### src/rtl/lab_pkg.sv
// Shared types and helpers for the front-panel parameter editor.
package lab_pkg;

    typedef enum logic [1:0] {
        ST_FX    = 2'd0,
        ST_PARAM = 2'd1,
        ST_EDIT  = 2'd2
    } edit_state_t;

    // Mid-scale power-up value for a parameter of width w.
    function automatic int unsigned param_default(input int unsigned w);
        return 32'(1) << (w - 1);
    endfunction

endpackage

### src/rtl/param_edit_ctrl_key_repeat.sv
// Rising-edge detector plus hold/auto-repeat timer producing single-cycle step pulses.
module key_repeat #(
    parameter int unsigned HOLD_CYCLES   = 25_000_000,
    parameter int unsigned REPEAT_CYCLES = 5_000_000
) (
    input  logic clk,
    input  logic rst_n,
    input  logic key,
    input  logic clr,
    output logic step
);

    localparam int unsigned CNT_W = $clog2(HOLD_CYCLES + 1);
    localparam logic [CNT_W-1:0] HOLD_VAL = CNT_W'(HOLD_CYCLES);
    // Reloading here makes the next HOLD_VAL hit land REPEAT_CYCLES later; the counter never wraps.
    localparam logic [CNT_W-1:0] RELOAD   = CNT_W'(HOLD_CYCLES - REPEAT_CYCLES + 1);

    logic             key_q;
    logic [CNT_W-1:0] cnt_q, cnt_d;

    always_comb begin
        cnt_d = cnt_q;
        step  = 1'b0;
        if (!key || clr) begin
            cnt_d = '0;
        end else if (!key_q) begin
            step  = 1'b1;
            cnt_d = CNT_W'(1);
        end else if (cnt_q == HOLD_VAL) begin
            step  = 1'b1;
            cnt_d = RELOAD;
        end else begin
            cnt_d = cnt_q + CNT_W'(1);
        end
    end

    always_ff @(posedge clk) begin
        if (!rst_n) begin
            key_q <= 1'b0;
            cnt_q <= '0;
        end else begin
            key_q <= key;
            cnt_q <= cnt_d;
        end
    end

endmodule

### src/rtl/param_edit_ctrl.sv
// Front-panel edit sequencer: effect/parameter navigation, parameter bank and DSP write strobe.
module param_edit_ctrl
    import lab_pkg::*;
#(
    parameter int unsigned FX_COUNT      = 16,
    parameter int unsigned PARAM_COUNT   = 8,
    parameter int unsigned PARAM_W       = 7,
    parameter int unsigned HOLD_CYCLES   = 25_000_000,
    parameter int unsigned REPEAT_CYCLES = 5_000_000
) (
    input  logic                                              clk,
    input  logic                                              rst_n,
    input  logic                                              key_up,
    input  logic                                              key_down,
    input  logic                                              key_next,
    input  logic                                              key_back,
    input  logic                                              sw_lock,
    output logic [$clog2(FX_COUNT)-1:0]                       fx_sel,
    output logic [$clog2(PARAM_COUNT)-1:0]                    param_sel,
    output logic [PARAM_W-1:0]                                current_value,
    output logic [1:0]                                        edit_state,
    output logic                                              wr_valid,
    output logic [$clog2(FX_COUNT)+$clog2(PARAM_COUNT)-1:0]   wr_addr,
    output logic [PARAM_W-1:0]                                wr_data
);

    localparam int unsigned FX_W   = $clog2(FX_COUNT);
    localparam int unsigned PS_W   = $clog2(PARAM_COUNT);
    localparam int unsigned ADDR_W = FX_W + PS_W;
    localparam int unsigned DEPTH  = FX_COUNT * PARAM_COUNT;
    localparam logic [FX_W-1:0]    FX_LAST   = FX_W'(FX_COUNT - 1);
    localparam logic [PS_W-1:0]    PS_LAST   = PS_W'(PARAM_COUNT - 1);
    localparam logic [PARAM_W-1:0] VAL_MAX   = '1;
    localparam logic [PARAM_W-1:0] VAL_RESET = PARAM_W'(param_default(PARAM_W));

    edit_state_t         state_q, state_d;
    logic [FX_W-1:0]     fx_q, fx_d;
    logic [PS_W-1:0]     ps_q, ps_d;
    logic [PARAM_W-1:0]  bank_q [DEPTH];
    logic                bank_we;
    logic [PARAM_W-1:0]  bank_wdata;
    logic                wr_valid_q, wr_valid_d;
    logic [ADDR_W-1:0]   wr_addr_q, wr_addr_d;
    logic [PARAM_W-1:0]  wr_data_q, wr_data_d;
    logic                next_q, back_q;
    logic                next_rise, back_rise;
    logic                up_step, dn_step, ud_clr;
    logic [ADDR_W-1:0]   rd_addr;
    logic [PARAM_W-1:0]  cur_val;

    assign next_rise = key_next & ~next_q;
    assign back_rise = key_back & ~back_q;
    assign ud_clr    = key_up & key_down;
    assign rd_addr   = {fx_q, ps_q};
    assign cur_val   = bank_q[rd_addr];

    key_repeat #(.HOLD_CYCLES(HOLD_CYCLES), .REPEAT_CYCLES(REPEAT_CYCLES)) u_rep_up (
        .clk(clk), .rst_n(rst_n), .key(key_up), .clr(ud_clr), .step(up_step)
    );

    key_repeat #(.HOLD_CYCLES(HOLD_CYCLES), .REPEAT_CYCLES(REPEAT_CYCLES)) u_rep_dn (
        .clk(clk), .rst_n(rst_n), .key(key_down), .clr(ud_clr), .step(dn_step)
    );

    // Back (when it can move) beats next, which beats any up/down step.
    always_comb begin
        state_d    = state_q;
        fx_d       = fx_q;
        ps_d       = ps_q;
        bank_we    = 1'b0;
        bank_wdata = cur_val;
        wr_valid_d = 1'b0;
        wr_addr_d  = wr_addr_q;
        wr_data_d  = wr_data_q;

        if (back_rise && state_q != ST_FX) begin
            state_d = (state_q == ST_EDIT) ? ST_PARAM : ST_FX;
        end else if (next_rise) begin
            state_d = (state_q == ST_FX) ? ST_PARAM :
                      (state_q == ST_PARAM) ? ST_EDIT : ST_PARAM;
        end else if (up_step || dn_step) begin
            case (state_q)
                ST_FX: begin
                    if (up_step) fx_d = (fx_q == FX_LAST) ? '0 : fx_q + FX_W'(1);
                    else         fx_d = (fx_q == '0) ? FX_LAST : fx_q - FX_W'(1);
                end
                ST_PARAM: begin
                    if (up_step) ps_d = (ps_q == PS_LAST) ? '0 : ps_q + PS_W'(1);
                    else         ps_d = (ps_q == '0) ? PS_LAST : ps_q - PS_W'(1);
                end
                ST_EDIT: begin
                    if (!sw_lock) begin
                        if (up_step && cur_val != VAL_MAX) begin
                            bank_we    = 1'b1;
                            bank_wdata = cur_val + PARAM_W'(1);
                        end else if (dn_step && cur_val != '0) begin
                            bank_we    = 1'b1;
                            bank_wdata = cur_val - PARAM_W'(1);
                        end
                    end
                end
                default: ;
            endcase
        end

        if (bank_we) begin
            wr_valid_d = 1'b1;
            wr_addr_d  = rd_addr;
            wr_data_d  = bank_wdata;
        end
    end

    always_ff @(posedge clk) begin
        if (!rst_n) begin
            state_q    <= ST_FX;
            fx_q       <= '0;
            ps_q       <= '0;
            next_q     <= 1'b0;
            back_q     <= 1'b0;
            wr_valid_q <= 1'b0;
            wr_addr_q  <= '0;
            wr_data_q  <= '0;
            for (int i = 0; i < int'(DEPTH); i++) bank_q[i] <= VAL_RESET;
        end else begin
            state_q    <= state_d;
            fx_q       <= fx_d;
            ps_q       <= ps_d;
            next_q     <= key_next;
            back_q     <= key_back;
            wr_valid_q <= wr_valid_d;
            wr_addr_q  <= wr_addr_d;
            wr_data_q  <= wr_data_d;
            if (bank_we) bank_q[rd_addr] <= bank_wdata;
        end
    end

    assign fx_sel        = fx_q;
    assign param_sel     = ps_q;
    assign current_value = cur_val;
    assign edit_state    = state_q;
    assign wr_valid      = wr_valid_q;
    assign wr_addr       = wr_addr_q;
    assign wr_data       = wr_data_q;

endmodule

### config.mk
export PLATFORM = sky130hd
export DESIGN_NAME = param_edit_ctrl
export DESIGN_NICKNAME = d
export VERILOG_FILES = /design/src/rtl/lab_pkg.sv /design/src/rtl/param_edit_ctrl_key_repeat.sv /design/src/rtl/param_edit_ctrl.sv
export SDC_FILE = /design/constraint.sdc
export NUM_CORES = 2
export LEC_CHECK = 0
export ABC_AREA = 1
export BUFFER_PORTS_ARGS = -buffer_cell sky130_fd_sc_hd__buf_2
export CORE_ASPECT_RATIO = 1.2
export CORE_MARGIN = 4
export CORE_UTILIZATION = 50
export CTS_BUF_LIST = sky130_fd_sc_hd__clkbuf_8
export CTS_CLUSTER_SIZE = 24
export DETAILED_ROUTE_END_ITERATION = 8
export PLACE_DENSITY = 0.65
export SLEW_MARGIN = 25
export SYNTH_ARGS = -nofsm -noshare
export SYNTH_HDL_FRONTEND = slang
export SYNTH_SLANG_ARGS = --single-unit
export TNS_END_PERCENT = 1
### constraint.sdc
create_clock -name clk -period 8 [get_ports clk]
set_input_delay 0.4 -clock clk [delete_from_list [all_inputs] [get_ports clk]]
set_output_delay 0.4 -clock clk [all_outputs]
set_load 0.01 [all_outputs]
Yosys cells after proc, flatten, opt, wreduce, memory -nomap -nowiden
Memories as Yosys holds them, arrays and structs flattened.
Cells that the tools add are included.

word-level totals
  register bits after elaboration = 78
  RAM bits = 896
  bits of input ports = 7
  output and inout bits = 31
  logic and storage cells = 107
  memories kept = 1

memory list
  name    depth  bits a word  rd ports  clocked after Yosys merged registers in  write ports  RTL line               source
  bank_q  128    7            1         0                                        128          param_edit_ctrl.sv:39  logic [PARAM_W-1:0] bank_q [DEPTH];

cells by class
  add/subtract/negate cells = 8
  equality and inequality tests = 7
  mux-type cells = 42
  bitwise operators = 10
  reductions and logical operators = 23

operators by type and width
  cell                     count
  $mux W7                  9
  $add A25 B1 Y25 const B  2
  $eq A25 B25 Y1 const B   2
  $mux W25                 2
  $mux W1                  21
  $mux W4                  3
  $mux W3                  3
  $mux W2                  4
  $reduce_and A4 Y1        2
  $reduce_or A4 Y1         2
  $add A7 B1 Y7 const B    1
  $ne A7 B7 Y1 const B     1
  $not A1 Y1               7
  $reduce_bool A7 Y1       1
  $reduce_or A7 Y1         1
  $sub A7 B1 Y7 const B    1
  $reduce_or A3 Y1         2
  $add A4 B1 Y4 const B    1
  $eq A4 B4 Y1 const B     1
  $logic_not A4 Y1         1
  $reduce_bool A2 Y1       2
  $reduce_or A2 Y1         2
  $sub A4 B1 Y4 const B    1
  $add A3 B1 Y3 const B    1
  other kinds (10)         17

Logic depth before layout (Yosys ltp)
  depth after elaboration = 17
  gate-level depth with buffers = 33
  gate-level depth less buffers = 27

Modules after synthesis
Synthesis repeated with hierarchy kept, for this count alone.

second synthesis, totals
  cells, all modules = 5977
  area total of the unflattened synthesis = 49336.1 µm²

modules (own cells, without submodules)
  module                 instances  cells an instance  area an instance (µm²)  sequential area each (µm²)
  param_edit_ctrl        1          5520               46330.7                 27426.3
  key_repeat (u_rep_dn)  1          236                1529.0                  520.5
  key_repeat (u_rep_up)  1          221                1476.4                  520.5

Least setup slack after synthesis
No wires, ideal clock.

  kind = flip-flop to flip-flop
  from = register ps_q[0], in the netlist param_sel[0]
  to = memory bank_q[0][0], enable pin
  setup time = 0.324 ns
  arrival = 3.617 ns
  data required time = 7.676 ns
  slack = 4.060 ns
  stages on the path, launching flop included = 25
  path buffers = 6
  clock period less this slack = 3.940 ns
  path through = dfxtp_1 -> buf_6 -> inv_2 -> buf_6 -> buf_4 -> buf_6 -> buf_4 -> nand2_1 -> a21oi_1 -> o21a_1 -> o21ai_0 -> nand4_1 -> nand2_1 -> nand2_1 -> nor2_4 -> inv_1 -> ha_1 -> nand3_1 -> o21bai_2 -> a21oi_4 -> nand2_4 -> nor2_2 -> buf_2 -> nand2_1 -> nand2_1

RTL lines
  element                   RTL line                source
  start: declaration        param_edit_ctrl.sv:38   logic [PS_W-1:0] ps_q, ps_d;
  start signal: assignment  param_edit_ctrl.sv:127  ps_q <= ps_d;
  end: declaration          param_edit_ctrl.sv:39

==> results <==
- At the end of routability-driven placement, the weighted congestion stood at 0.949.
- The synthesized netlist cell count is 5284.
- The leakage power figure is 20.2 nW.
- The global-route wire length before repair is approximately 210000 µm.
- The layout has 8489 filler cells.
- Synthesis inferred 974 register bits.
- Across the routed clock network, the largest skew measured is a little over 0.04 ns.
- For this design, the sink count on the clock tree is around 970.
- For the worst-skew pair, the clock arrives at the later sink with an insertion delay of ~0.85 ns.
- The standard cell core area is 0.0922 mm².
- The initial cell density of the core is 0.504.
- The total congestion overflow after global routing is 0.
- The run finished with clean final reports.
- The fraction of layout cells with a size suffix above 1 is 0.0709.
- The most used flip-flop cell after synthesis is sky130_fd_sc_hd__edfxtp_1.
- Dividing total power by cell area gives a power density of 222 mW/mm².
- The number of max-cap violations is 0.
- Post-CTS repair changed the size of 0 cells.
- The fmax is 166 MHz.
- The area share of the leading cell type in the synthesized netlist is 0.579.
- The kind of start point of the critical path is a flop.
- Dividing the detail-routed via count by the number of cells gives about 5.6.
- The post-synthesis cell type count is 42.
- The first-pass iteration count of the detailed router is 6.
- STA puts the critical path data arrival time at 6.53 ns.
- The post-layout worst setup margin is roughly 2 ns.
- After detailed routing, the average wire length per cell comes to 21.3 µm.
- The cell accounting for the most synthesized area is sky130_fd_sc_hd__edfxtp_1.
- The final setup TNS is 0 ns.
- The number of antenna violations at the first check in global routing is 1.
- From bottom edge to top edge, the die measures between 300 and 400 µm.
- In this run the remaining antenna-violating nets after routing total 0.
- At the worst endpoint, the required time is 8.49 ns.
- In the post-synthesis netlist, the cell with the most instances is sky130_fd_sc_hd__nand2_1.
- The number of enable flip-flop cells after synthesis is 896.
- The number of hold-slack violations in the final timing report was 0.
- The post-layout minimum cycle time is 6.04 ns.
- In this run the cell area of the synthesized design comes to ~0.046 mm².
- In this run the tightest slew margin relative to its limit is 0.259.
- After detailed routing, the number of remaining DRC violations is 0.
- The critical setup path kind is reg -> reg.
- During synthesis, Yosys emitted a total of 0 warnings.
- Setup slack on the worst reg-to-reg path comes out at 1.96 ns.
- Setup repair after global routing left no endpoint under its margin.
- The HPWL after detailed placement is between 80000 and 90000 µm.
- For the pin with the worst max-slew slack, the measured transition is 1.11 ns.
- The maximum clock path buffer count is 3.
- The worst-case IR drop observed on VDD is 0.000125 V.
- Entering global routing, the biggest net connects 140 pins.
- After floorplanning, the core was divided into 122 placement rows.
- A synthesized cell averages 8.79 µm².
- For this design the top-level I/O count stands at 38.
- Counting instances in the post-synthesis netlist gives the leading cell types as sky130_fd_sc_hd__nand2_1 (2167), sky130_fd_sc_hd__nor2_1 (976), sky130_fd_sc_hd__edfxtp_1 (896).
- The routed layout has 36700 vias.
- In the global route stage, overall resource usage came out at 0.285.
- By area the synthesized netlist is led by sky130_fd_sc_hd__edfxtp_1 (58%), sky130_fd_sc_hd__nand2_1 (18%), sky130_fd_sc_hd__nor2_1 (7.9%).
- Compared with the post-synthesis result, the final layout area differs by 8.20%.
- The share of flip-flops with an asynchronous set or reset is 0.
- The largest fanout on the critical path is approximately 140.
- Before CTS, the worst setup slack after placement is 2.17 ns.
- TritonCTS built the clock tree.
- The post-route fraction of the period consumed by the critical path is 0.755.
- Of the synthesized area, sequential elements account for 0.613.
- The max-slew violation count is 0.
- The final count of negative-setup-slack endpoints is 0.
- The worst min-delay path class is in -> reg.
- The detailed router's first-iteration violation count is 4197.
- The via count of the first global-routing pass is roughly 35000.
- The CTS root buffer is sky130_fd_sc_hd__clkbuf_8.
- The clock transition time at the flip-flop clock pins of the worst setup and hold paths is 0.06 ns.
- For this run, the post-layout net count is 5267.
- The post-synthesis net count is ~5300.
- In this run the horizontal extent of the chip is 286 µm.
- The number of buffers added by the clock tree synthesis step is 153.
- STA classifies the critical path endpoint as a flop.
- Wires add up to 141000 µm.
- The CTS H-tree depth is 4.
- The die area is 0.0979 mm².
- The number of I/O port buffers is 37.
[cell type report]
| type | instances | area (µm²) | area share |
|---|---|---|---|
| Antenna cell | 1 | 2.50 | 0.0000498 |
| Clock inverter | 118 | 609 | 0.0121 |
| Sequential cell | 974 | 28500 | 0.567 |
| Inverter | 211 | 813 | 0.0162 |
| Tap cell | 1240 | 1550 | 0.0309 |
| Clock buffer | 156 | 2150 | 0.0427 |
| Multi-Input combinational cell | 3772 | 15500 | 0.309 |
| Timing Repair Buffer | 132 | 1120 | 0.0224 |
[layout by cell type, fill, tap and decap left out, types with 35 or more instances in the layout]
cell type and n:
sky130_fd_sc_hd__nand4_1 35, sky130_fd_sc_hd__inv_1 244, sky130_fd_sc_hd__dfxtp_1 75, sky130_fd_sc_hd__nand3_1 214, sky130_fd_sc_hd__buf_2 36, sky130_fd_sc_hd__a21oi_1 93, sky130_fd_sc_hd__nor2_1 970, sky130_fd_sc_hd__o21ai_0 77
sky130_fd_sc_hd__nand2_1 2166, sky130_fd_sc_hd__clkinv_1 46, sky130_fd_sc_hd__edfxtp_1 896, sky130_fd_sc_hd__clkbuf_8 156, sky130_fd_sc_hd__buf_4 71
[worst max-delay path, stage by stage, from the launching register on]
cell and delay, ns:
sky130_fd_sc_hd__dfxtp_4 0.72, sky130_fd_sc_hd__buf_12 0.58, sky130_fd_sc_hd__nor2_2 0.31, sky130_fd_sc_hd__buf_4 0.28, sky130_fd_sc_hd__nand2_1 0.07, sky130_fd_sc_hd__nand4_1 0.09, sky130_fd_sc_hd__o21ai_0 0.34, sky130_fd_sc_hd__nand4_1 0.23
sky130_fd_sc_hd__nand2_1 0.11, sky130_fd_sc_hd__nand2_1 0.09, sky130_fd_sc_hd__nor2_4 0.22, sky130_fd_sc_hd__inv_1 0.12, sky130_fd_sc_hd__ha_1 0.24, sky130_fd_sc_hd__nand3_1 0.12, sky130_fd_sc_hd__o21bai_2 0.17, sky130_fd_sc_hd__a21oi_4 0.19
sky130_fd_sc_hd__nand2_4 0.23, sky130_fd_sc_hd__nor2_4 0.63, sky130_fd_sc_hd__buf_4 0.35, sky130_fd_sc_hd__nand2_1 0.19, sky130_fd_sc_hd__nand2_1 0.33
[through the flow]
stage,std cells,total power [mW],hold WS (ns),utilization,instance area [µm²]
after floorplan,5284,6.71,0.436,-,46500
after global placement,6321,7.30,0.454,0.514,47400
after detailed placement,6321,7.30,0.457,0.514,47400
after CTS,6603,11.2,0.248,0.545,50300
after global routing,6604,11.5,0.354,0.545,50300
final,6604,11.2,0.312,0.545,50300
[cell families after synthesis]
kind of cell	synth area share
AND/OR/NAND/NOR	0.298
flip-flops	0.613
buffers and inverters	0.0543
AO/OA/AOI/OAI	0.0290
adder cells (fa/ha/maj)	0.00431
XOR/XNOR	0.00132
[where the power goes]
group          switching [mW]  total (mW)  internal [mW]
sequential             0.0614        5.74           5.68
clock                    2.00        3.92           1.92
combinational            1.22        1.49          0.269
[layer usage]
metal | vias to the layer above | part of all wire | routed length [µm] | GRT usage
li1 | 17000 | - | - | -
met4 | 0 | 0.061 | 8600 | 0.156
met2 | 1966 | 0.47 | 66500 | 0.471
met3 | 442 | 0.093 | 13000 | 0.0458
met5 | - | 0 | 0 | 0
met1 | 17300 | 0.37 | 52500 | 0.362
[final timing paths]
kind / depth (start not counted) / end / start
worst min register to register: 2 / u_rep_dn.cnt_q[19] / u_rep_dn.cnt_q[19]
worst max-delay path: 20 / bank_q[18][4] / param_sel[0]
worst min-delay path: 8 / wr_data[6] / sw_lock
worst max register to register: 20 / bank_q[18][4] / param_sel[0]
[state kept, by name (all words and copies together) (netlist names), 2 cells and up]
register        count
param_sel           3
bank_q            896
u_rep_dn.cnt_q     25
fx_sel              4
u_rep_up.cnt_q     25
edit_state          2
wr_addr             7
wr_data             7
[timing repair]
action	4_1_cts	5_1_grt
setup buffers	0	0
hold endpoints to repair	17	0
hold buffers	8	0
No activity file was read; power rests on OpenSTA's default activity.
